**config.mk**
```make
export PLATFORM = sky130hd
export DESIGN_NAME = pong_game_ctrl_flat
export DESIGN_NICKNAME = d
export VERILOG_FILES = /design/src/rtl/pong_game_ctrl_if.sv /design/src/rtl/pong_game_ctrl.sv /design/src/flat_wrapper.sv
export SDC_FILE = /design/constraint.sdc
export NUM_CORES = 1
export LEC_CHECK = 0
export CORE_MARGIN = 8
export CORE_UTILIZATION = 40
export DETAILED_ROUTE_END_ITERATION = 16
export GPL_TIMING_DRIVEN = 0
export PLACE_DENSITY_LB_ADDON = 0.08
export SETUP_SLACK_MARGIN = 0.15
export SYNTH_ARGS = -nofsm -noshare
export SYNTH_HDL_FRONTEND = slang
export SYNTH_SLANG_ARGS = --single-unit
```
**constraint.sdc**
```tcl
create_clock -name clk -period 1.8 [get_ports clk]
set_input_delay 0.54 -clock clk [delete_from_list [all_inputs] [get_ports clk]]
set_output_delay 0.54 -clock clk [all_outputs]
set_load 0.005 [all_outputs]
```
**src/rtl/pong_game_ctrl_if.sv**
```systemverilog
// Pong game controller signal bundle.
// master drives game events, slave is the controller.
interface pong_game_ctrl_if;
  logic       frame_tick;
  logic       start;
  logic       hit;
  logic       miss;
  logic       ball_run;
  logic       ball_load;
  logic [7:0] score;
  logic [1:0] lives;
  logic [2:0] state;
  logic       game_over;
  logic [1:0] speed;

  modport master (
    output frame_tick, start, hit, miss,
    input  ball_run, ball_load, score, lives,
    input  state, game_over, speed
  );

  modport slave (
    input  frame_tick, start, hit, miss,
    output ball_run, ball_load, score, lives,
    output state, game_over, speed
  );
endinterface

```
**src/rtl/pong_game_ctrl.sv**
```systemverilog
// Pong game sequencing: serve, play, miss pause, game over.
// Optional PONG_SPEEDUP_EN raises speed every 8 accepted hits.
module pong_game_ctrl #(
  parameter int SERVE_FRAMES = 60,
  parameter int MISS_FRAMES  = 30,
  parameter int LIVES        = 3
) (
  input  logic            clk,
  input  logic            rst,
  pong_game_ctrl_if.slave bus
);

  typedef enum logic [2:0] {
    IDLE  = 3'd0,
    SERVE = 3'd1,
    PLAY  = 3'd2,
    MISS  = 3'd3,
    OVER  = 3'd4
  } state_t;

  state_t     state_q;
  state_t     state_d;
  logic       start_q;
  logic       start_pe;
  logic       serve_done;
  logic       miss_done;
  logic       hit_ok;
  logic       game_start;
  logic       ball_load_q;
  logic [7:0] frame_cnt;
  logic [7:0] score_q;
  logic [1:0] lives_q;

  assign start_pe   = bus.start & ~start_q;
  assign serve_done = bus.frame_tick &&
                      (frame_cnt == 8'(SERVE_FRAMES - 1));
  assign miss_done  = bus.frame_tick &&
                      (frame_cnt == 8'(MISS_FRAMES - 1));

  always_ff @(posedge clk or negedge rst) begin
    if (!rst) state_q <= IDLE;
    else      state_q <= state_d;
  end

  always_comb begin
    state_d    = IDLE;
    game_start = 1'b0;
    hit_ok     = 1'b0;
    case (state_q)
      IDLE, OVER: begin
        state_d = state_q;
        if (start_pe) begin
          state_d    = SERVE;
          game_start = 1'b1;
        end
      end
      SERVE: state_d = serve_done ? PLAY : SERVE;
      PLAY: begin
        // a simultaneous miss swallows the hit
        if (bus.miss) begin
          state_d = MISS;
        end else begin
          state_d = PLAY;
          hit_ok  = bus.hit;
        end
      end
      MISS: begin
        state_d = MISS;
        if (miss_done)
          state_d = (lives_q == 2'd0) ? OVER : SERVE;
      end
      default: state_d = IDLE;
    endcase
  end

  always_ff @(posedge clk or negedge rst) begin
    if (!rst) begin
      start_q     <= 1'b0;
      ball_load_q <= 1'b0;
      frame_cnt   <= 8'd0;
      score_q     <= 8'd0;
      lives_q     <= 2'd0;
    end else begin
      start_q     <= bus.start;
      ball_load_q <= (state_d == SERVE) &&
                     (state_q != SERVE);
      if (state_d != state_q)
        frame_cnt <= 8'd0;
      else if (bus.frame_tick &&
               (state_q == SERVE || state_q == MISS))
        frame_cnt <= frame_cnt + 8'd1;
      if (game_start) begin
        score_q <= 8'd0;
        lives_q <= 2'(LIVES);
      end else begin
        if (hit_ok && score_q != 8'hff)
          score_q <= score_q + 8'd1;
        if (state_q == PLAY && bus.miss &&
            lives_q != 2'd0)
          lives_q <= lives_q - 2'd1;
      end
    end
  end

`ifdef PONG_SPEEDUP_EN
  logic [2:0] hit_cnt;
  logic [1:0] speed_q;

  always_ff @(posedge clk or negedge rst) begin
    if (!rst) begin
      hit_cnt <= 3'd0;
      speed_q <= 2'd0;
    end else if (game_start) begin
      hit_cnt <= 3'd0;
      speed_q <= 2'd0;
    end else if (hit_ok) begin
      hit_cnt <= hit_cnt + 3'd1;
      if (hit_cnt == 3'd7 && speed_q != 2'd3)
        speed_q <= speed_q + 2'd1;
    end
  end

  assign bus.speed = speed_q;
`else
  assign bus.speed = 2'd0;
`endif

  assign bus.ball_run  = (state_q == PLAY);
  assign bus.game_over = (state_q == OVER);
  assign bus.ball_load = ball_load_q;
  assign bus.state     = state_q;
  assign bus.score     = score_q;
  assign bus.lives     = lives_q;

endmodule

```
**src/flat_wrapper.sv**
```systemverilog
// flat-port wrapper written by rule: the top's interface ports become plain ports
module pong_game_ctrl_flat 
#(
  parameter int SERVE_FRAMES = 60,
  parameter int MISS_FRAMES  = 30,
  parameter int LIVES        = 3
)
  (clk, rst, bus_frame_tick, bus_start, bus_hit, bus_miss, bus_ball_run, bus_ball_load, bus_score, bus_lives, bus_state, bus_game_over, bus_speed);
  pong_game_ctrl_if bus_i ();
  input  logic clk;
  input  logic rst;
  input wire logic [$bits(bus_i.frame_tick)-1:0] bus_frame_tick;
  input wire logic [$bits(bus_i.start)-1:0] bus_start;
  input wire logic [$bits(bus_i.hit)-1:0] bus_hit;
  input wire logic [$bits(bus_i.miss)-1:0] bus_miss;
  output wire logic [$bits(bus_i.ball_run)-1:0] bus_ball_run;
  output wire logic [$bits(bus_i.ball_load)-1:0] bus_ball_load;
  output wire logic [$bits(bus_i.score)-1:0] bus_score;
  output wire logic [$bits(bus_i.lives)-1:0] bus_lives;
  output wire logic [$bits(bus_i.state)-1:0] bus_state;
  output wire logic [$bits(bus_i.game_over)-1:0] bus_game_over;
  output wire logic [$bits(bus_i.speed)-1:0] bus_speed;
  assign bus_i.frame_tick = bus_frame_tick;
  assign bus_i.start = bus_start;
  assign bus_i.hit = bus_hit;
  assign bus_i.miss = bus_miss;
  assign bus_ball_run = bus_i.ball_run;
  assign bus_ball_load = bus_i.ball_load;
  assign bus_score = bus_i.score;
  assign bus_lives = bus_i.lives;
  assign bus_state = bus_i.state;
  assign bus_game_over = bus_i.game_over;
  assign bus_speed = bus_i.speed;
  pong_game_ctrl #(.SERVE_FRAMES(SERVE_FRAMES), .MISS_FRAMES(MISS_FRAMES), .LIVES(LIVES)) u_core (.clk(clk), .rst(rst), .bus(bus_i));
endmodule
```
# --- After elaboration in Yosys (flattened, before gate mapping) ---
# Index checks and enable logic that the tools add are counted.
word_totals:
  register_bits: 23
  input_bits: 6
  out_inout_bits: 18
  elab_cells: 52
classes:
  n_addsub: 3
  n_eq_ne: 10
  n_mux: 16
  bitwise_logic: 2
  reduce_logical: 15
ops:
  columns: ["cell", "count"]
  rows:
  - ["8-bit 2-to-1 mux", 4]
  - ["8-bit by 1-bit adder with 8-bit output, second input constant", 2]
  - ["3-bit case mux with 4 select lines", 1]
  - ["3-bit 2-to-1 mux", 3]
  - ["8-bit by 5-bit equality test with 1-bit output, second input constant", 1]
  - ["8-bit by 6-bit equality test with 1-bit output, second input constant", 1]
  - ["8-bit != test, second input constant", 1]
  - ["2-bit nonzero test", 4]
  - ["1-bit logical AND", 7]
  - ["3-bit by 1-bit equality test with 1-bit output, second input constant", 2]
  - ["3-bit by 2-bit equality test with 1-bit output, second input constant", 2]
  - ["2-bit 2-to-1 mux", 3]
  - ["1-bit 2-to-1 mux", 5]
  - ["3-bit equality test, second input constant", 1]
  - ["3-bit zero test", 1]
  - ["3-bit by 1-bit != test with 1-bit output, second input constant", 1]
  - ["3-bit != test", 1]
  - ["2-bit zero test", 1]
  - ["2-bit OR reduction", 1]
  - ["2-bit by 1-bit subtractor with 2-bit output, second input constant", 1]
  - ["1-bit AND", 1]
  - ["1-bit logical OR", 1]
  - ["1-bit NOT", 1]

# --- Logic depth before layout (Yosys ltp) ---
# Gate-level depths: netlist of run 1.
depth:
  depth_word: 6
  depth_mapped: 6
  mapped_depth_nobuf: 6

# --- Worst setup path before layout of run 1 ---
# OpenSTA, ideal clock, no wires.
synth_timing:
  kind: "reg2reg"
  startpoint: "register u_core.frame_cnt[0]"
  endpoint: "register u_core.frame_cnt[0]"
  setup_ps: 157
  arrival_time_ps: 1583
  required_ps: 1643
  path_slack_ps: 60
  stages_incl_launch_ff: 6
  path_buffers: 0
  synth_period_minus_slack_ps: 1740
  cell_sequence: "dfrtp_1 > ha_1 > and4bb_2 > a21oi_1 > o31ai_1 > nor3_1"
synth_via:
  elab_chain_cells: 6
  word_cells_on_any_way: 12
  classes_between: "1 x add/sub; 3 x eq/ne; 5 x mux; 3 x reduce/logical"
synth_lines:
  columns: ["item", "line_no", "text"]
  rows:
  - ["from (decl)", "pong_game_ctrl.sv:30", "logic [7:0] frame_cnt;"]
  - ["from (signal assigned)", "pong_game_ctrl.sv:91", "frame_cnt <= frame_cnt + 8'd1;"]
  - ["8-bit by 5-bit equality test with 1-bit output / 8-bit by 6-bit equality test with 1-bit output (equally long branches)", "pong_game_ctrl.sv:38, pong_game_ctrl.sv:36", null]
  - ["1-bit logical AND (on tied branches)", "pong_game_ctrl.sv:37, pong_game_ctrl.sv:35", null]
  - ["3-bit 2-to-1 mux / 2-bit 2-to-1 mux (equally long branches)", "pong_game_ctrl.sv:69, pong_game_ctrl.sv:57", null]
  - ["3-bit case mux with 4 select lines", "pong_game_ctrl.sv:49", "case (state_q)"]
  - ["3-bit != test", "pong_game_ctrl.sv:87", "if (state_d != state_q)"]
  - ["8-bit 2-to-1 mux / 2-bit nonzero test (equally long branches)", null, null]
# Several ways; a longest one is shown, not always the timed one. The select of a mux whose other input is x is not followed.
# A chain may end at the register's enable or synchronous reset.

# --- Worst setup path in the final report of run 1 ---
layout_timing:
  startpoint: "register u_core.state_q[0] (netlist: u_core.bus.state[0])"
  endpoint: "register u_core.score_q[3] (netlist: u_core.bus.score[3])"
layout_via:
  elab_chain_cells: 4
  word_cells_on_any_way: 9
  classes_between: "2 x eq/ne; 3 x mux; 4 x reduce/logical"
layout_lines:
  columns: ["item", "line_no", "text"]
  rows:
  - ["from (decl)", "pong_game_ctrl.sv:21", "state_t state_q;"]
  - ["from (signal assigned)", "pong_game_ctrl.sv:42", "else state_q <= state_d;"]
  - ["3-bit equality test, or another cell as far along", "pong_game_ctrl.sv:49", null]
  - ["2-bit OR reduction / 1-bit 2-to-1 mux (equally long branches)", "pong_game_ctrl.sv:49", null]
  - ["1-bit 2-to-1 mux / 1-bit logical AND (equally long branches)", "pong_game_ctrl.sv:49, pong_game_ctrl.sv:96", null]
  - ["8-bit 2-to-1 mux / 2-bit nonzero test (equally long branches)", null, null]
  - ["to (signal assigned)", "pong_game_ctrl.sv:97", "score_q <= score_q + 8'd1;"]
  - ["to (decl)", "pong_game_ctrl.sv:31", "logic [7:0] score_q;"]
# Several ways; a longest one is shown, not always the timed one.

==> summary.md, run 1 <==
| Metric | Value |
|---|---|
| Status | completed |
| CP top delay family | simple AND/OR/NAND/NOR gates |
| Simple-gate share of the synthesized area | 28.9% |
| IO Pins | 24 |
| WP depth | 7 |
| Post-synthesis sequential area ratio | 41.9% |
| Ant diodes | 0 |
| Remaining antenna violation count after routing | 0 |
| Placed insts | 207 |
| Remaining DRCs | 0 |
| Starting Density | 41.5% |
| Syn Area/Cell | 9.87 um^2 |
| Leakage | 1.01 nW |
| Fin Hold WS | 415 ps |
| Ys flop type | dfrtp_1 |
| Top cell type's share of synthesized area | 41.9% |
| Worst setup path endpoint | u_core.bus.score[3] |
| Worst-Skew Late Latency | 310 ps |
| Clock Skews | 1.25 ps |
| Number of flops mapped to enable cells by yosys | 0 |
| Cell variety after synth | 45 |
| Multi-input combinational cell area | 998 um^2 |
| CP Cell Sequence | buf_6 > nor3b_4 > buf_4 > buf_6 > nand2_8 > or4_4 > a21oi_2 |
| Gr usage total | 14.5% |
| Vias per cell | 5.22 |
| Total number of vias | 1,326 |
| Fill count | 248 |
| CTS Buf Count | 3 |
| Top-count cell post-synth | dfrtp_1 |
| Share of layout cells above drive strength 1 | 49.5% |
| Slew of the pin with the lowest slew margin | 1100 ps |
| Reg area | 579 um^2 |
| Max Clock Freq | 562 MHz |
| Critical path required time | 2050 ps |
| Final setup viols | 0 |
| Post-Syn Instances | 139 |
| Synth Warn # | 0 |
| Chip height | 74.6 um |
| Largest family of logic cells by synthesized area | simple AND/OR/NAND/NOR gates |
| Setup TNS | 0 ps |
| CORE AREA | 3310 um^2 |
| Die W | 74.6 um |
| Depth of the worst register-to-register path | 7 |
| 1st-iter DRT viols | 79 |
| Clock root buffer | clkbuf_4 |
| H-Tree Depth | 1 |
| Critical-path top delay cell | or4_4 |
| Max-Cap Viols | 0 |
| Vias in the first global route | 1,373 |
| Fin cells | 254 |
| Reg-to-reg endpoint | u_core.bus.score[3] |
| Mux contribution to synthesized area | 2.19% |
| Pwr/cell area | 839 nW/um^2 |
| CTS clk-pin slew, worst paths | 130 ps |
| RSZ-0062 raised after global routing | yes |
| Die ar. | 5560 um^2 |
| Hold buffer count at CTS | 0 |
| Layout area overhead | 70.1% |
| Routability cong. | 0.795 |
| Largest net degree at the start of global routing | 24 |
| Delay of the slowest critical-path stage | 530 ps |
| IO buf count | 21 |
| Worst slew margin | 26.8% |
| Synth Cell Area | 1370 um^2 |
| Bufs and invs on worst path | 3 |
| Synth Area in Adders | 3.65% |
| Final period util | 98.9% |
| Routed WL per cell | 16.0 um |
| Yosys top cell by area | dfrtp_1 |
| Max-slew violation count | 0 |
| Clk sinks | 23 |
| Setup Crit Path Kind | flop to flop |
| Post-synthesis xor/xnor area fraction | 5.10% |
| Pre-CTS worst setup slack | -520 ps |
| R2R Setup Slk | 20 ps |
| Critical Path End Type | flop |
| Worst vdd rail ir drop | 585 uV |
| First-pass GRT wire length | 6.29 mm |
| Crit-path max FO | 8 |
| CTS tree | built |
| DP HPWL | 2.20 mm |
| Row cnt | 21 |
| Antenna violations before repair | 0 |
| R2R Path Start | u_core.bus.state[0] |
| DRT Wirelength | 4.07 mm |
| Top post-synthesis cells by count | dfrtp_1, nand2_1, nor3_1 |
| CP arrival | 2030 ps |
| Async set-or-reset flop fraction in the synthesized netlist | 100% |
| Worst Setup Slack, final | 20.5 ps |
| Most used cell, CP | buf_6 |
| Drt first pass iters | 4 |
| Largest cells by area after synthesis | dfrtp_1, nor3_1, ha_1 |
| #FFs+latches synth | 23 |
| Critical Path Source Type | flop |
| Total Nets Final | 219 |
| Fin crit period | 1780 ps |
| Complex-gate fraction of the synthesized area | 12.8% |
| Total gr overflow | 0 |
| CP Launch Point | u_core.bus.state[0] |
| CTS Buffer Depth | 2 |
| Final Hold Vio Count | 0 |
| Hold Crit Class | input port to asynchronous set/reset pin |
[timing repair]
action                                  CTS  global route
pin swaps                                20            18
setup buffers                            34             9
endpoints found under the setup margin   30            42
gates resized for setup                  59            36
[cell type report]
cell class / instances / area share, %
Multi-Input combinational cell: 105 / 42.8
Inverter: 6 / 0.965
Clock buffer: 4 / 1.13
Buffer: 6 / 2.41
Timing Repair Buffer: 64 / 25.5
Tap cell: 46 / 2.47
Sequential cell: 23 / 24.8
[state kept, by name, indices dropped and copies added (netlist names)]
signal and count:
u_core.bus.score 8, u_core.frame_cnt 8, u_core.bus.state 3, u_core.bus.lives 2, u_core.bus.ball_load 1, u_core.start_q 1
[power breakdown]
part           switching, mW  internal (mW)
Combinational          0.420          0.557
Clock                  0.159         0.0864
Sequential             0.115          0.621
[metal layers]
metal  global-route usage, %  wire [um]
met5                       0          0
met4                    5.65         42
met3                    2.96        185
met2                    26.5       2190
met1                    15.8       1650
[layout by cell type (no fill, tap or decap), drive strengths merged, types with 3 or more instances in the layout]
| master | n |
|---|---|
| buf | 51 |
| dfrtp | 23 |
| dlygate4sd2 | 14 |
| nand2 | 14 |
| nor3 | 12 |
| a21oi | 7 |
| inv | 6 |
| xnor2 | 5 |
| nand3 | 5 |
| clkbuf | 5 |
| nand4 | 4 |
| o31ai | 4 |
| ha | 4 |
| nand3b | 3 |
| nor2 | 3 |
| and3 | 3 |
| and3b | 3 |
| xor2 | 3 |
| mux2i | 3 |
[kinds of logic (layout without fill, tap and decap cells)]
logic type | count (synthesis) | count (layout)
simple gates | 64 | 64
compound gates | 24 | 24
flops | 23 | 23
buf+inv | 12 | 80
xor+xnor | 8 | 8
fa+ha+maj | 4 | 4
mux | 3 | 3
other cells | 1 | 2
[through the flow]
step	power (mW)	area [um^2]	utilization (%)
detailed placement	1.26	1660	50.0
global placement	1.25	1660	50.0
floorplan	1.10	1390	-
global route	2.08	2330	70.5
finish	1.96	2330	70.5
CTS	1.79	2080	62.8
[worst min-delay path by stage]
stage,slack [ps],to,start,cells past startpoint
after CTS,450,u_core.start_q,bus_start,1
after global routing,440,u_core.start_q,bus_start,1
after floorplan,240,u_core.bus.ball_load,rst,0
after global placement,500,u_core.bus.score[5],u_core.bus.score[5],1
final,410,u_core.bus.lives[0],rst,1
after detailed placement,520,u_core.bus.score[5],u_core.bus.score[5],1
(Power assumes the default switching activity.)
==> run 2: changes to the inputs <==
--- a/config.mk
+++ b/config.mk
@@ -5,11 +5,12 @@
 export SDC_FILE = /design/constraint.sdc
 export NUM_CORES = 1
 export LEC_CHECK = 0
+export CAP_MARGIN = 30
 export CORE_MARGIN = 8
 export CORE_UTILIZATION = 40
 export DETAILED_ROUTE_END_ITERATION = 16
 export GPL_TIMING_DRIVEN = 0
-export PLACE_DENSITY_LB_ADDON = 0.08
+export PLACE_DENSITY = 0.72
 export SETUP_SLACK_MARGIN = 0.15
 export SYNTH_ARGS = -nofsm -noshare
 export SYNTH_HDL_FRONTEND = slang
==> summary.md, run 2 (synthesis gave the netlist of run 1 again) <==
| Metric | Value |
|---|---|
| Status | completed (unchanged) |
| Post-Layout Inst Area | 2320 um^2 (was 2330 um^2) |
| Drt first pass iters | 4 (unchanged) |
| Clock Skews | 5.46 ps (was 1.25 ps) |
| RSZ-0062 raised after global routing | yes (unchanged) |
| IO buf count | 21 (unchanged) |
| CP arrival | 2030 ps (about the same) |
| Delay of the slowest critical-path stage | 470 ps (was 530 ps) |
| CTS tree | built (unchanged) |
| First-pass GRT wire length | 6.28 mm (was 6.29 mm) |
| Critical Path End Type | flop (unchanged) |
| Max-slew violation count | 0 (unchanged) |
| Row cnt | 21 (unchanged) |
| CTS clk-pin slew, worst paths | 120 ps (was 130 ps) |
| Share of layout cells above drive strength 1 | 50.0% (was 49.5%) |
| Routability cong. | 0.809 (was 0.795) |
| Vias per cell | 5.48 (was 5.22) |
| Commonest non-fill, non-tap cell in the layout | buf_4 (unchanged) |
| Hold buffer count at CTS | 0 (unchanged) |
| CP Cell Sequence | ha_4 > and4bb_2 > a311oi_4 > a211oi_4 > buf_12 > buf_6 > nor3_4 (was buf_6 > nor3b_4 > buf_4 > buf_6 > nand2_8 > or4_4 > a21oi_2) |
| Gr usage total | 14.4% (was 14.5%) |
| Layout area overhead | 69.2% (was 70.1%) |
| Ant diodes | 0 (unchanged) |
| Max Clock Freq | 560 MHz (was 562 MHz) |
| Final setup viols | 0 (unchanged) |
| Placed insts | 208 (was 207) |
| H-Tree Depth | 1 (unchanged) |
| Total Nets Final | 219 (unchanged) |
| Largest net degree at the start of global routing | 22 (was 24) |
| Die ar. | 5560 um^2 (unchanged) |
| Max-Cap Viols | 0 (unchanged) |
| Clock root buffer | clkbuf_4 (unchanged) |
| Setup Crit Path Kind | flop to flop (unchanged) |
| DP HPWL | 2.31 mm (was 2.20 mm) |
| Remaining DRCs | 0 (unchanged) |
| Fill count | 240 (was 248) |
| Antenna violations before repair | 0 (unchanged) |
| Critical-path top delay cell | dfrtp_2 (was or4_4) |
| CTS Buffer Depth | 2 (unchanged) |
| Area after DPL | 1680 um^2 (was 1660 um^2) |
| Clk sinks | 23 (unchanged) |
| Most frequent cells in the layout | buf_4, dfrtp_1, dlygate4sd2_1 (unchanged) |
| Reg area | 582 um^2 (was 579 um^2) |
| Fin cells | 254 (unchanged) |
| Die W | 74.6 um (unchanged) |
| DRT Wirelength | 4.26 mm (was 4.07 mm) |
| Chip height | 74.6 um (unchanged) |
| Vias in the first global route | 1,350 (was 1,373) |
| CORE AREA | 3310 um^2 (unchanged) |
| Bufs and invs on worst path | 2 (was 3) |
| CP top delay family | flip-flops (was simple AND/OR/NAND/NOR gates) |
| Routed WL per cell | 16.8 um (was 16.0 um) |
| Hold Crit Class | input port to asynchronous set/reset pin (unchanged) |
| Starting Density | 41.5% (unchanged) |
| Fin crit period | 1790 ps (was 1780 ps) |
| Critical Path Source Type | flop (unchanged) |
| Critical path required time | 2040 ps (was 2050 ps) |
| Multi-input combinational cell area | 997 um^2 (was 998 um^2) |
| Leakage | 0.999 nW (was 1.01 nW) |
| Crit-path max FO | 8 (unchanged) |
| Remaining antenna violation count after routing | 0 (unchanged) |
| Worst-Skew Late Latency | 300 ps (was 310 ps) |
| Total number of vias | 1,391 (was 1,326) |
| Final Hold Vio Count | 0 (unchanged) |
| Worst vdd rail ir drop | 583 uV (was 585 uV) |
| Total gr overflow | 0 (unchanged) |
| Final period util | 99.2% (was 98.9%) |
| 1st-iter DRT viols | 43 (was 79) |
| CTS Buf Count | 3 (unchanged) |
| IO Pins | 24 (unchanged) |
| Final cell utilization of the core | 70.1% (was 70.5%) |
| Pwr/cell area | 785 nW/um^2 (was 839 nW/um^2) |
| Pwr Total | 1.82 mW (was 1.96 mW) |
[run 2: cell count changes in the layout (fill, tap and decap cells not counted), sizes merged]
cell	delta
buf	-1
clkdlybuf4s50	+2
dlymetal6s2s	-2
nand2	+1
[run 2: worst reg2reg max path, delay by kind of cell (launching register included)]
| family | cells | cell delay (ps) |
|---|---|---|
| AND/OR/NAND/NOR | 2 | 400 |
| buffers and inverters | 2 | 260 |
| flip-flops | 1 | 470 |
| adder cells (fa/ha/maj) | 1 | 180 |
| AO/OA/AOI/OAI | 2 | 410 |
[run 2: report_power, final]
part / switching (mW) / internal (mW)
clock network: 0.147 / 0.0863
logic: 0.401 / 0.435
registers: 0.128 / 0.626
total: 0.676 / 1.15
[run 2: through the flow]
step | hold slack, ps | TNS, ps | setup WS [ps]
final | 442 | 0 | 14.9
after global routing | 431 | -67.6 | -28.4
after CTS | 437 | -26.4 | -26.4
after detailed placement | 510 | -6720 | -516
after global placement | 495 | -5510 | -401
after floorplan | 244 | 0 | 154
[run 2: layout make-up]
type                       count  share of cell area [%]
buffer                         6                    2.32
clock buffer                   4                    1.13
inverter                       6                   0.970
multi-input combinational    106                    42.9
sequential                    23                    25.1
tap                           46                    2.48
timing repair buffer          63                    25.1
[run 2: metal layers]
| layer | wire [um] | vias up | GRT usage [%] |
|---|---|---|---|
| li1 | - | 653 | - |
| met1 | 1680 | 678 | 15.8 |
| met2 | 2250 | 48 | 27.0 |
| met3 | 230 | 12 | 2.43 |
| met4 | 92 | 0 | 4.78 |
| met5 | 0 | - | 0 |
[run 2: repair_timing]
| item | in CTS | in global routing |
|---|---|---|
| pin swaps | 16 | 18 |
| gates resized for setup | 61 | 32 |
| hold endpoints to repair | 0 | 0 |
| setup endpoints to repair | 30 | 16 |
| cloned | 0 | 1 |
| setup buffers | 29 | 12 |
[run 2: path summary, 6_finish.rpt]
| path | slack [ps] | depth (start not counted) | end | startpoint |
|---|---|---|---|---|
| max reg2reg | 10 | 7 | u_core.frame_cnt[4] | u_core.frame_cnt[1] |
| max | 10 | 7 | u_core.frame_cnt[4] | u_core.frame_cnt[1] |
| max in group asynchronous | 960 | 2 | u_core.frame_cnt[0] | rst |
| min reg2reg | 560 | 2 | u_core.bus.lives[1] | u_core.bus.lives[1] |
| min in group clk | 470 | 1 | u_core.start_q | bus_start |
| min | 440 | 1 | u_core.bus.score[6] | rst |
==> run 3: changes to the inputs <==
--- a/config.mk
+++ b/config.mk
@@ -5,6 +5,7 @@
 export SDC_FILE = /design/constraint.sdc
 export NUM_CORES = 1
 export LEC_CHECK = 0
+export ABC_AREA = 1
 export CAP_MARGIN = 30
 export CORE_MARGIN = 8
 export CORE_UTILIZATION = 40
==> summary.md, run 3 <==
| Metric | Value |
|---|---|
| Status | completed (unchanged) |
| Syn Area/Cell | 7.81 um^2 (was 9.87 um^2) |
| CORE AREA | 3280 um^2 (was 3310 um^2) |
| Async set-or-reset flop fraction in the synthesized netlist | 100% (unchanged) |
| Reg-to-reg endpoint | u_core.frame_cnt[4] (unchanged) |
| Critical path required time | 1260 ps (was 2040 ps) |
| Met1 usage | 15.7% (was 15.8%) |
| Leakage | 1.01 nW (was 0.999 nW) |
| Largest cells by area after synthesis | dfrtp_1, nand2_1, inv_1 (was dfrtp_1, nor3_1, ha_1) |
| Most frequent cells in the layout | nand2_1, inv_1, buf_4, dfrtp_1, nor2_1 (was buf_4, dfrtp_1, dlygate4sd2_1) |
| Number of flops mapped to enable cells by yosys | 0 (unchanged) |
| Largest family of logic cells by synthesized area | simple AND/OR/NAND/NOR gates (unchanged) |
| Final setup viols | 0 (unchanged) |
| Share of layout cells above drive strength 1 | 31.3% (was 50.0%) |
| Worst slew margin | 62.2% |
| Ys flop type | dfrtp_1 (unchanged) |
| Max-slew violation count | 0 (unchanged) |
| Clock share of power | 18.4% (was 12.8%) |
| R2R Setup Slk | 230 ps (was 10 ps) |
| Chip height | 74.1 um (was 74.6 um) |
| R2R Path Start | u_core.bus.state[0] (was u_core.frame_cnt[1]) |
| Final Hold Vio Count | 0 (unchanged) |
| Vias per cell | 4.53 (was 5.48) |
| Routability cong. | 0.807 (was 0.809) |
| Drt first pass iters | 4 (unchanged) |
| Row cnt | 21 (unchanged) |
| Vias in the first global route | 1,252 (was 1,350) |
| Routed WL per cell | 11.6 um (was 16.8 um) |
| H-Tree Depth | 1 (unchanged) |
| Worst vdd rail ir drop | 564 uV (was 583 uV) |
| Yosys top cell by area | dfrtp_1 (unchanged) |
| Ant diodes | 0 (unchanged) |
| Synth Cell Area | 1350 um^2 (was 1370 um^2) |
| DP HPWL | 2.07 mm (was 2.31 mm) |
| Post-synthesis xor/xnor area fraction | 4.54% (was 5.10%) |
| Remaining antenna violation count after routing | 0 (unchanged) |
| CTS clk-pin slew, worst paths | 140 ps (was 120 ps) |
| Complex-gate fraction of the synthesized area | 7.50% (was 12.8%) |
| Net Sw Frac | 34.7% (was 37.1%) |
| Pwr/cell area | 731 nW/um^2 (was 785 nW/um^2) |
| Critical Path End Type | output port (was flop) |
| Clock Skews | 5.97 ps (was 5.46 ps) |
| Max-Cap Viols | 0 (unchanged) |
| Met3 Usage GRT | 4.18% (was 2.43%) |
| Antenna violations before repair | 0 (unchanged) |
| Remaining DRCs | 0 (unchanged) |
| Worst Setup Slack, final | 26.4 ps (was 14.9 ps) |
| Fin Hold WS | 557 ps (was 442 ps) |
| Final period util | 98.5% (was 99.2%) |
| Top cell type's share of synthesized area | 42.6% (was 41.9%) |
| Power Internal | 915 uW (was 1.15 mW) |
| RSZ-0062 raised after global routing | yes (unchanged) |
| Top post-synthesis cells by count | nand2_1, inv_1, nor2_1 (was dfrtp_1, nand2_1, nor3_1) |
| Hold buffer count at CTS | 0 (unchanged) |
| DRT Wirelength | 3.13 mm (was 4.26 mm) |
| Total number of vias | 1,224 (was 1,391) |
| Slew of the pin with the lowest slew margin | 566 ps |
| Setup Crit Path Kind | flop to output port (was flop to flop) |
| Hold Crit Class | input port to asynchronous set/reset pin (unchanged) |
| Starting Density | 41.1% (was 41.5%) |
| Worst-Skew Late Latency | 330 ps (was 300 ps) |
| Simple-gate share of the synthesized area | 30.8% (was 28.9%) |
| Clk sinks | 23 (unchanged) |
| Clock root buffer | clkbuf_4 (unchanged) |
| Combinational power share | 34.2% (was 45.9%) |
| CTS Buffer Depth | 2 (unchanged) |
| Commonest non-fill, non-tap cell in the layout | nand2_1 (was buf_4) |
| Fin crit period | 1770 ps (was 1790 ps) |
| Die ar. | 5490 um^2 (was 5560 um^2) |
| Switch Pwr | 485 uW (was 676 uW) |
| #FFs+latches synth | 23 (unchanged) |
| IO buf count | 21 (unchanged) |
| Largest net degree at the start of global routing | 13 (was 22) |
| GRT busiest layer | met2 (unchanged) |
| Post-synthesis sequential area ratio | 42.6% (was 41.9%) |
| Die W | 74.1 um (was 74.6 um) |
| Critical Path Source Type | flop (unchanged) |
| First-pass GRT wire length | 5.52 mm (was 6.28 mm) |
| Max Clock Freq | 564 MHz (was 560 MHz) |
| Total gr overflow | 0 (unchanged) |
| Top-count cell post-synth | nand2_1 (was dfrtp_1) |
| CTS Buf Count | 3 (unchanged) |
| Crit-path max FO | 2 (was 8) |
| Mux contribution to synthesized area | 0% (was 2.19%) |
| Gr usage total | 12.6% (was 14.4%) |
| Seq pwr share | 47.4% (was 41.3%) |
| Cell variety after synth | 24 (was 45) |
| Total Nets Final | 235 (was 219) |
| Synth Warn # | 0 (unchanged) |
| Pre-CTS worst setup slack | -241 ps (was -516 ps) |
| CP arrival | 1230 ps (was 2030 ps) |
| IO Pins | 24 (unchanged) |
| 1st-iter DRT viols | 39 (was 43) |
| Pwr Total | 1.40 mW (was 1.82 mW) |
| GR Util met2 | 20.4% (was 27.0%) |
| Layout area overhead | 41.8% (was 69.2%) |
| Setup TNS | 0 ps (unchanged) |
| Post-Syn Instances | 173 (was 139) |
| Synth Area in Adders | 3.70% (was 3.65%) |
| CTS tree | built (unchanged) |
| Depth of the worst register-to-register path | 11 (was 7) |
-- run 3: cells by family (layout without fill, tap and decap cells) --
family	Yosys count	in the layout
simple gates	87	87
buf+inv	34	84
flops	23	23
compound gates	17	17
xor+xnor	7	7
fa+ha+maj	4	4
other cells	1	2
-- run 3: how the worst max path moves through the flow --
| stage | to | startpoint |
|---|---|---|
| after floorplan | u_core.frame_cnt[4] | u_core.frame_cnt[1] |
| after global placement | u_core.frame_cnt[4] | bus_frame_tick |
| after detailed placement | u_core.frame_cnt[6] | bus_frame_tick |
| after CTS | bus_game_over | u_core.bus.state[0] |
| after global routing | bus_game_over | u_core.bus.state[1] |
| final | bus_game_over | u_core.bus.state[1] |
-- run 3: timing repair --
item                                    in CTS  in global routing
hold endpoints to repair                     0                  0
buffers inserted                            21                  3
pin swaps                                    4                 12
gates resized for setup                     45                 21
endpoints found under the setup margin      25                 17
-- run 3: power by group through the flow --
stage,logic [mW],clock network [mW],registers (mW)
finish,0.478,0.258,0.664
detailed placement,0.391,0,0.684
floorplan,0.218,0,0.674
CTS,0.457,0.266,0.659
global placement,0.380,0,0.683
global route,0.542,0.275,0.672
-- run 3: layout make-up --
class / instances / area [um^2]
clock buffers: 4 / 26.3
well taps: 46 / 57.6
inverters: 31 / 119
fillers: 302 / 1370
plain buffers: 3 / 26.3
multi-input cells: 117 / 697
repair buffers: 46 / 410
flip-flops and latches: 23 / 579
-- run 3: routing by layer --
layer | up-vias | routed length, um | share of wire [%]
li1 | 631 | - | -
met1 | 569 | 1470 | 47
met2 | 22 | 1460 | 47
met3 | 2 | 178 | 5.7
met4 | 0 | 18 | 0.58
met5 | - | 0 | 0
-- run 3: through the flow --
stage               instances  util, %  cell area [um^2]
global route              270     58.3              1920
CTS                       267     55.8              1830
floorplan                 174        -              1360
finish                    270     58.3              1920
detailed placement        242     49.9              1640
global placement          241     49.4              1620
-- run 3: critical path: stages (launching register included) --
cell and delay [ps]:
dfrtp_2 440, buf_6 130, nor2_4 110, inv_2 50
nor2_4 70, buf_2 110
